==> src/rtl/input_debouncer.sv <==
// Debounces an asynchronous, bouncing input: a synchronizer chain followed by a
// consecutive-disagreement counter that must saturate before the clean level flips.
module input_debouncer #(
    parameter int unsigned SYNC_STAGES     = 2,
    parameter int unsigned DEBOUNCE_CYCLES = 16,
    parameter logic        INITIAL_DATA    = 1'b0
) (
    input  logic clk,
    input  logic rst,
    input  logic raw_in,
    output logic level,
    output logic changed,
    output logic busy
);

    localparam int unsigned CNT_W = $clog2(DEBOUNCE_CYCLES + 1);
    localparam logic [CNT_W-1:0] CNT_LAST = CNT_W'(DEBOUNCE_CYCLES - 1);

    typedef enum logic {
        ST_STABLE = 1'b0,
        ST_FILTER = 1'b1
    } state_e;

    logic [SYNC_STAGES-1:0] sync_q, sync_d;
    logic [CNT_W-1:0]       cnt_q, cnt_d;
    state_e                 state_q, state_d;
    logic                   level_q, level_d;
    logic                   changed_q, changed_d;
    logic                   busy_q, busy_d;
    logic                   sync_s;

    assign sync_d = {sync_q[SYNC_STAGES-2:0], raw_in};
    assign sync_s = sync_q[SYNC_STAGES-1];

    always_ff @(posedge clk) begin
        if (rst) begin
            sync_q    <= {SYNC_STAGES{INITIAL_DATA}};
            cnt_q     <= '0;
            state_q   <= ST_STABLE;
            level_q   <= INITIAL_DATA;
            changed_q <= 1'b0;
            busy_q    <= 1'b0;
        end else begin
            sync_q    <= sync_d;
            cnt_q     <= cnt_d;
            state_q   <= state_d;
            level_q   <= level_d;
            changed_q <= changed_d;
            busy_q    <= busy_d;
        end
    end

    // Any return of the synchronized input to the current level restarts the run.
    always_comb begin
        state_d   = state_q;
        cnt_d     = cnt_q;
        level_d   = level_q;
        changed_d = 1'b0;

        case (state_q)
            ST_STABLE: begin
                cnt_d = '0;
                if (sync_s != level_q) begin
                    if (DEBOUNCE_CYCLES == 1) begin
                        level_d   = sync_s;
                        changed_d = 1'b1;
                    end else begin
                        cnt_d   = CNT_W'(1);
                        state_d = ST_FILTER;
                    end
                end
            end
            ST_FILTER: begin
                if (sync_s == level_q) begin
                    cnt_d   = '0;
                    state_d = ST_STABLE;
                end else if (cnt_q == CNT_LAST) begin
                    level_d   = sync_s;
                    changed_d = 1'b1;
                    cnt_d     = '0;
                    state_d   = ST_STABLE;
                end else begin
                    cnt_d = cnt_q + CNT_W'(1);
                end
            end
            default: begin
                cnt_d   = '0;
                state_d = ST_STABLE;
            end
        endcase

        busy_d = (state_d == ST_FILTER);
    end

    assign level   = level_q;
    assign changed = changed_q;
    assign busy    = busy_q;

endmodule

==> config.mk <==
export PLATFORM = sky130hd
export DESIGN_NAME = input_debouncer
export DESIGN_NICKNAME = d
export VERILOG_FILES = /design/src/rtl/input_debouncer.sv
export SDC_FILE = /design/constraint.sdc
export NUM_CORES = 1
export LEC_CHECK = 0
export CAP_MARGIN = 15
export CORE_AREA = 2 2 39 41
export DETAILED_ROUTE_END_ITERATION = 8
export DIE_AREA = 0 0 41 43
export HOLD_SLACK_MARGIN = 0.03
export PLACE_DENSITY = 0.49
export REMOVE_ABC_BUFFERS = 1
export SKIP_CTS_REPAIR_TIMING = 1
export SLEW_MARGIN = 20
export SYNTH_ARGS = -nofsm -noshare
export SYNTH_HDL_FRONTEND = slang
export SYNTH_SLANG_ARGS = --single-unit
==> constraint.sdc <==
create_clock -name clk -period 2 [get_ports clk]
set_clock_uncertainty 0.2 [all_clocks]
set_input_delay 0.5 -clock clk [delete_from_list [all_inputs] [get_ports clk]]
set_output_delay 0.5 -clock clk [all_outputs]
set_load 0.05 [all_outputs]
==> impl_metrics.env, run 1 <==
export IMPL_p_per_area_nw_per_um2=844.5
export IMPL_setup_tns_ps=0
export IMPL_ys_seq_elements=10
export IMPL_gp_congestion=0.6636
export IMPL_grt_overflow=0
export IMPL_post_route_min_period_ps=1688
export IMPL_ir_drop_mv=0.4295
export IMPL_yosysWarnings=0
export IMPL_max_freq_mhz=592.3
export IMPL_ys_seq_area_share_pct=56.74
export IMPL_cp_startpoint="cnt_q[0]"
export IMPL_path_clk_slew_ps=70
export IMPL_design_area_um2=464.2
export IMPL_netlist_area_leader_share_pct=56.74
export IMPL_io_pins=6
export IMPL_crit_chain="ha_1 -> and3_1 -> ha_1 -> nand4bb_1 -> nor2_1"
export IMPL_min_path_type="flip-flop to flip-flop"
export IMPL_max_stage_delay_ps=340
export IMPL_netlist_area_um2=352.8
export IMPL_startpoint_type="flip-flop"
export IMPL_placed_cell_area_um2=427.9
export IMPL_layoutNonFillerInstCount=60
export IMPL_yosysMostFrequentCell="dfxtp_1"
export IMPL_whs_ps=249.4
export IMPL_cts_tree="done"
export IMPL_synth_area_leaders="dfxtp_1 57%, ha_1 7.1%, nor2_1 6.4%, xor2_1 5.0%, nor2b_1 3.5%"
export IMPL_cp_arrival_ps=1680
export IMPL_vias=239
export IMPL_first_pass_iters=2
export IMPL_crit_path_max_fanout=5
export IMPL_cts_buffers=3
export IMPL_grt_max_degree=7
export IMPL_endpoint_kind="flip-flop"
export IMPL_clk_path_buf_depth=2
export IMPL_finalHoldViolCount=0
export IMPL_drt_iter0_drc=2
export IMPL_ys_top_cells_by_count="10 x dfxtp_1, 6 x nor2_1"
export IMPL_finalSetupViolCount=0
export IMPL_hold_path_startpoint="sync_q[0]"
export IMPL_min_period_over_period_pct=84.42
export IMPL_status="completed"
export IMPL_criticalPathCategory="flip-flop to flip-flop"
export IMPL_drc=0
export IMPL_slowest_stage="dfxtp_1"
export IMPL_routed_wl_um=550
export IMPL_final_nets=50
export IMPL_numPlacedInstances=56
export IMPL_finalMaxSlewViolations=0
export IMPL_dieArea_um2=1763
export IMPL_required_ps=1990
export IMPL_floorplan_initialDensity_pct=25.50
export IMPL_grt_pass1_wl_um=952
export IMPL_ant_nets=0
export IMPL_port_buffers=5
export IMPL_avgSynthCellArea_um2=10.08
export IMPL_antennaDiodeCount=0
export IMPL_p_total_w=0.0003920
export IMPL_antenna_found_initial=0
export IMPL_cts_htree_levels=1
export IMPL_cts_sinks=10
export IMPL_syn_inst=35
export IMPL_cap_violations=0
export IMPL_yosys_cell_types_count=14
export IMPL_root_buffer="clkbuf_4"
export IMPL_wl_per_cell_um=9.167
export IMPL_rows=14
export IMPL_synthFlopType="dfxtp_1"
export IMPL_area_growth_syn_to_layout_pct=31.56
export IMPL_dieHeight_um=43
export IMPL_vias_per_cell=3.983
export IMPL_cpMostUsedCell="ha_1"
export IMPL_synth_top_area_cell="dfxtp_1"
export IMPL_relSlewSlack_pct=83.28
export IMPL_core_area_um2=1384
export IMPL_first_global_vias=250
export IMPL_postSynth_asyncResetShare_pct=0
export IMPL_final_layout_size_suffix_gt1_share_pct=15.91
export IMPL_synth_edf_count=0
export IMPL_die_w_um=41
export IMPL_r2r_start="cnt_q[0]"
export IMPL_clock_latency_ps=260
export IMPL_power_leakage_nw=0.1850
export IMPL_grt_setup_unrepaired="false"
export IMPL_fillers=145
export IMPL_track_usage_pct=8.569
export IMPL_hpwl_um=418.5
export IMPL_tightest_slew_ps=250.5
## flip-flops by register name, indices dropped and copies added (netlist names)
register,flops
busy,1
cnt_q,5
level,1
changed,1
sync_q,2
## placed cells by master, fill, tap and decap left out, types with 2 or more instances in the layout
master,Yosys,routed
dfxtp_1,10,10
nor2_1,6,6
clkbuf_4,0,3
inv_1,2,2
nor2b_1,2,2
xor2_1,2,2
nand3_1,2,2
nand2_1,2,2
a21oi_1,2,2
ha_1,2,2
clkdlybuf4s50_1,0,2
buf_4,0,2
## path summary, 6_finish.rpt
path / end / slack, ps / cells after the start
worst max-delay path: cnt_q[3] / 310 / 5
worst min-delay path: sync_q[1] / 250 / 1
worst max register to register: cnt_q[3] / 310 / 5
worst min register to register: sync_q[1] / 250 / 1
## through the flow
stage	setup slack, ps	utilization (%)
floorplan	468.7	-
CTS	298.3	33.54
global placement	374.4	30.92
finish	311.5	33.54
detailed placement	318.9	30.92
global route	174.7	33.54
## layout make-up
class	count	area, um^2	share of cell area, %
flip-flops and latches	10	200.2	43.13
multi-input cells	23	145.1	31.27
repair buffers	5	55.05	11.86
clock buffers	4	36.28	7.817
well taps	16	20.02	4.313
inverters	2	7.507	1.617
## metal layers
layer / up-vias / GRT usage [%] / wire [um]
li1: 132 / - / -
met1: 101 / 9.446 / 243
met2: 4 / 11.88 / 273
met3: 2 / 3.141 / 20
met4: 0 / 8.000 / 12
met5: - / 0 / 0
## worst max-delay path, delay by kind of cell (launching register included)
| kind | cells | cell delay [ps] |
|---|---|---|
| flip-flops | 1 | 340 |
| adder cells (fa/ha/maj) | 2 | 460 |
| AND/OR/NAND/NOR | 3 | 620 |
## cells by family after synthesis
| logic type | synth area share [%] |
|---|---|
| simple gates | 21.63 |
| flops | 56.74 |
| compound gates | 4.965 |
| xor+xnor | 7.448 |
| buf+inv | 2.128 |
| fa+ha+maj | 7.091 |
## report_power, final
group | internal [W] | total [W] | switching (W)
Combinational | 0.00000794 | 0.0000131 | 0.00000518
Sequential | 0.000202 | 0.000204 | 0.00000238
Clock | 0.000110 | 0.000174 | 0.0000642
Power figures use the tool's default switching activity.
==> run 2, diff against run 1 <==
PLACE_DENSITY = 0.5   (was 0.49)
clock period = 1.5 ns   (was 2 ns; I/O delays follow)
==> impl_metrics.env, run 2 (synthesized netlist as in run 1, its figures left out) <==
export IMPL_drt_iter0_drc=0
export IMPL_required_ps=1500
export IMPL_crit_chain="ha_4 -> and3_4 -> ha_4 -> buf_4 -> o21a_1 -> nor2_1"
export IMPL_finalHoldViolCount=0
export IMPL_r2r_start="cnt_q[0]"
export IMPL_mostFrequentLayoutCells="7 x dfxtp_1, 5 x buf_4, 4 x nor2_1"
export IMPL_dieHeight_um=43
export IMPL_criticalPathCategory="flip-flop to flip-flop"
export IMPL_die_w_um=41
export IMPL_cp_arrival_ps=1450
export IMPL_final_common_cell="dfxtp_1"
export IMPL_cp_startpoint="cnt_q[0]"
export IMPL_max_freq_mhz=687.5
export IMPL_grt_max_degree=7
export IMPL_relSlewSlack_pct=80.15
export IMPL_r2r_cells=6
export IMPL_cts_htree_levels=1
export IMPL_clk_path_buf_depth=2
export IMPL_utilization_pct=42.04
export IMPL_slowest_stage="dfxtp_2"
export IMPL_status="completed"
export IMPL_min_path_type="flip-flop to flip-flop"
export IMPL_cts_buffers=3
export IMPL_clock_latency_ps=260
export IMPL_wl_per_cell_um=9.615
export IMPL_root_buffer="clkbuf_4"
export IMPL_ant_nets=0
export IMPL_min_period_over_period_pct=96.97
export IMPL_first_pass_iters=1
export IMPL_endpoint="cnt_q[0]"
export IMPL_largest_register="cnt_q"
export IMPL_antennaDiodeCount=0
export IMPL_startpoint_type="flip-flop"
export IMPL_reg_largest_list="cnt_q (5), sync_q (2)"
export IMPL_p_total_w=0.0005394
export IMPL_cts_sinks=10
export IMPL_tightest_slew_ps=296.8
export IMPL_r2r_setup_slack_ps=50
export IMPL_endpoint_kind="flip-flop"
export IMPL_crit_path_max_fanout=5
export IMPL_worstReg2RegEnd="cnt_q[0]"
export IMPL_finalMaxSlewViolations=0
export IMPL_path_clk_slew_ps=70
export IMPL_finalSetupViolCount=0
export IMPL_rows=14
export IMPL_io_pins=6
export IMPL_grt_overflow=0
export IMPL_ir_drop_mv=0.4152
export IMPL_post_route_min_period_ps=1454
export IMPL_gp_congestion=0.7101
export IMPL_area_growth_syn_to_layout_pct=64.89
export IMPL_grt_pass1_wl_mm=1.083
export IMPL_drc=0
export IMPL_cap_violations=0
export IMPL_p_per_area_nw_per_um2=927.2
export IMPL_power_leakage_nw=0.2146
export IMPL_routed_wl_um=625
export IMPL_antenna_found_initial=0
export IMPL_final_layout_size_suffix_gt1_share_pct=42.86
export IMPL_hpwl_um=434.5
export IMPL_numPlacedInstances=61
export IMPL_floorplan_initialDensity_pct=25.50
export IMPL_core_area_um2=1384
export IMPL_largest_reg_flops=5
export IMPL_layoutNonFillerInstCount=65
export IMPL_cts_tree="done"
export IMPL_vias_per_cell=4.246
export IMPL_vias=276
export IMPL_cpMostUsedCell="ha_4"
export IMPL_final_nets=55
export IMPL_first_global_vias=260
export IMPL_track_usage_pct=9.778
export IMPL_dieArea_um2=1763
export IMPL_max_stage_delay_ps=340
export IMPL_port_buffers=5
export IMPL_grt_setup_unrepaired="false"
-- run 2: where the power goes --
part / switching, W / internal (W) / total, W
logic: 0.00000838 / 0.0000141 / 0.0000225
registers: 0.00000366 / 0.000270 / 0.000273
clock network: 0.0000965 / 0.000147 / 0.000244
total: 0.000108 / 0.000431 / 0.000539
-- run 2: layer usage --
layer  part of all wire (%)  GRT usage (%)  vias up
met4                    3.0          10.00        0
met2                     52          13.13        7
met3                    4.8          4.188        4
li1                       -              -      141
met5                      0              0        -
met1                     40          10.42      124
-- run 2: area by class of cell --
class                      count  area (um^2)
fill                         132        802.0
sequential                    10        203.9
multi-input combinational     23        196.4
timing repair buffer          10        117.6
clock buffer                   4        36.28
tap                           16        20.02
inverter                       2        7.507
-- run 2: worst max-delay path, delay by kind of cell, from the launching register on --
family,cells,cell delay (ps)
buf+inv,1,120
fa+ha+maj,2,320
simple gates,2,260
flops,1,340
compound gates,1,150
-- run 2: per-stage QoR --
stage               setup TNS, ps  hold slack [ps]  cell area [um^2]  setup slack, ps
finish                          0            245.4             581.8            45.51
global route                    0            255.0             581.8            3.318
CTS                        -679.3            251.1             526.8           -150.7
detailed placement         -545.2            236.3             490.5           -125.1
global placement           -567.1            219.3             490.5           -130.9
floorplan                  -103.7            213.8             352.8           -31.34
-- run 2: worst min path at each step --
stage,startpoint,end,cells after the start
after detailed placement,sync_q[0],sync_q[1],1
final,sync_q[0],sync_q[1],1
after global placement,sync_q[0],sync_q[1],1
after CTS,sync_q[0],sync_q[1],1
after floorplan,sync_q[0],sync_q[1],1
after global routing,sync_q[0],sync_q[1],1
==> run 3, diff against run 2 <==
PLACE_DENSITY = 0.49   (was 0.5)
clock period = 1.8 ns   (was 1.5 ns; I/O delays follow)
==> impl_metrics.env, run 3 (synthesized netlist as in run 1, its figures left out) <==
export IMPL_dieHeight_um=43
export IMPL_largest_reg_flops=5
export IMPL_floorplan_initialDensity_pct=25.50
export IMPL_post_route_min_period_ps=1657
export IMPL_power_leakage_nw=0.1831
export IMPL_grt_max_degree=7
export IMPL_largest_register="cnt_q"
export IMPL_criticalPathCategory="flip-flop to flip-flop"
export IMPL_rows=14
export IMPL_dpl_worst_slack_ps=140.0
export IMPL_antennaDiodeCount=0
export IMPL_min_period_over_period_pct=92.05
export IMPL_cap_violations=0
export IMPL_antenna_found_initial=0
export IMPL_finalMaxSlewViolations=0
export IMPL_final_layout_size_suffix_gt1_share_pct=13.95
export IMPL_placed_cell_area_um2=452.9
export IMPL_final_common_cell="dfxtp_1"
export IMPL_finalHoldViolCount=0
export IMPL_setup_slack_ps=143.1
export IMPL_cpMostUsedCell="ha_1"
export IMPL_endpoint_kind="flip-flop"
export IMPL_vias_per_cell=4.220
export IMPL_ant_nets=0
export IMPL_drc=0
export IMPL_finalSetupViolCount=0
export IMPL_min_path_type="flip-flop to flip-flop"
export IMPL_routed_wl_um=505
export IMPL_grt_overflow=0
export IMPL_clk_path_buf_depth=2
export IMPL_gp_congestion=0.6888
export IMPL_crit_path_max_fanout=5
export IMPL_mostFrequentLayoutCells="10 x dfxtp_1, 6 x nor2_1, 3 x clkbuf_4, 3 x buf_12"
export IMPL_relSlewSlack_pct=81.69
export IMPL_cts_htree_levels=1
export IMPL_max_freq_mhz=603.5
export IMPL_root_buffer="clkbuf_4"
export IMPL_slowest_stage="dfxtp_1"
export IMPL_track_usage_pct=9.422
export IMPL_wl_per_cell_um=8.559
export IMPL_clock_latency_ps=260
export IMPL_p_per_area_nw_per_um2=809.6
export IMPL_required_ps=1800
export IMPL_cts_tree="done"
export IMPL_whs_ps=252.0
export IMPL_vias=249
export IMPL_startpoint_type="flip-flop"
export IMPL_area_growth_syn_to_layout_pct=34.75
export IMPL_first_global_vias=246
export IMPL_final_nets=50
export IMPL_p_total_w=0.0003849
export IMPL_cts_sinks=10
export IMPL_tightest_slew_ps=274.3
export IMPL_dieArea_um2=1763
export IMPL_crit_chain="ha_1 -> and3_1 -> ha_1 -> nand4bb_1 -> nor2_1"
export IMPL_status="completed"
export IMPL_first_pass_iters=2
export IMPL_cp_arrival_ps=1650
export IMPL_max_stage_delay_ps=330
export IMPL_die_w_um=41
export IMPL_drt_iter0_drc=3
export IMPL_path_clk_slew_ps=60
export IMPL_design_area_um2=475.5
export IMPL_hpwl_um=402.8
export IMPL_io_pins=6
export IMPL_grt_setup_unrepaired="false"
export IMPL_ir_drop_mv=0.4015
export IMPL_grt_pass1_wl_um=972
export IMPL_core_area_um2=1384
export IMPL_cts_buffers=3
export IMPL_reg_largest_list="cnt_q (5), sync_q (2)"
export IMPL_setup_tns_ps=0
export IMPL_port_buffers=5
==> run 3: changes by cell type in the layout (fill, tap and decap cells not counted), moves of 2 or more <==
cell     delta
buf_4       -5
dfxtp_1     +3
dfxtp_2     -3
ha_1        +2
ha_4        -2
nor2_1      +2
nor2_2      -2
==> run 3: per-layer routing <==
layer  vias up  routed length, um  global-route usage [%]
met3         2                 19                   4.712
li1        132                  -                       -
met1       111                216                   9.934
met5         -                  0                       0
met2         4                258                   11.25
met4         0                 10                   12.00
==> run 3: metrics by stage <==
step	std cells	util (%)
2_1_floorplan	35	-
3_3_place_gp	56	32.73
3_5_place_dp	56	32.73
4_1_cts	59	34.36
5_1_grt	59	34.36
6_report	59	34.36
==> run 3: power by group <==
group	switching (W)	leakage, nW	internal [W]
Combinational	0.00000564	0.0882	0.00000881
Clock	0.0000664	0.0138	0.0000767
Sequential	0.00000272	0.0811	0.000225
==> run 3: path summary, 6_finish.rpt <==
check / from / cells after the start / endpoint / slack, ps
worst max-delay path: cnt_q[0] / 5 / cnt_q[3] / 140
worst min-delay path: sync_q[0] / 1 / sync_q[1] / 250
worst max register to register: cnt_q[0] / 5 / cnt_q[3] / 140
worst min register to register: sync_q[0] / 1 / sync_q[1] / 250
==> run 3: critical path: cells and delay by family (launching register included) <==
family | cells | cell delay (ps)
and+or+nand+nor | 3 | 620
DFF | 1 | 330
adders and majority gates | 2 | 450
==> run 3: area by class of cell <==
cell class	instances	area, um^2
well taps	16	20.02
multi-input cells	23	145.1
fillers	137	908.4
inverters	2	7.507
repair buffers	5	80.08
flip-flops and latches	10	200.2
clock buffers	3	22.52
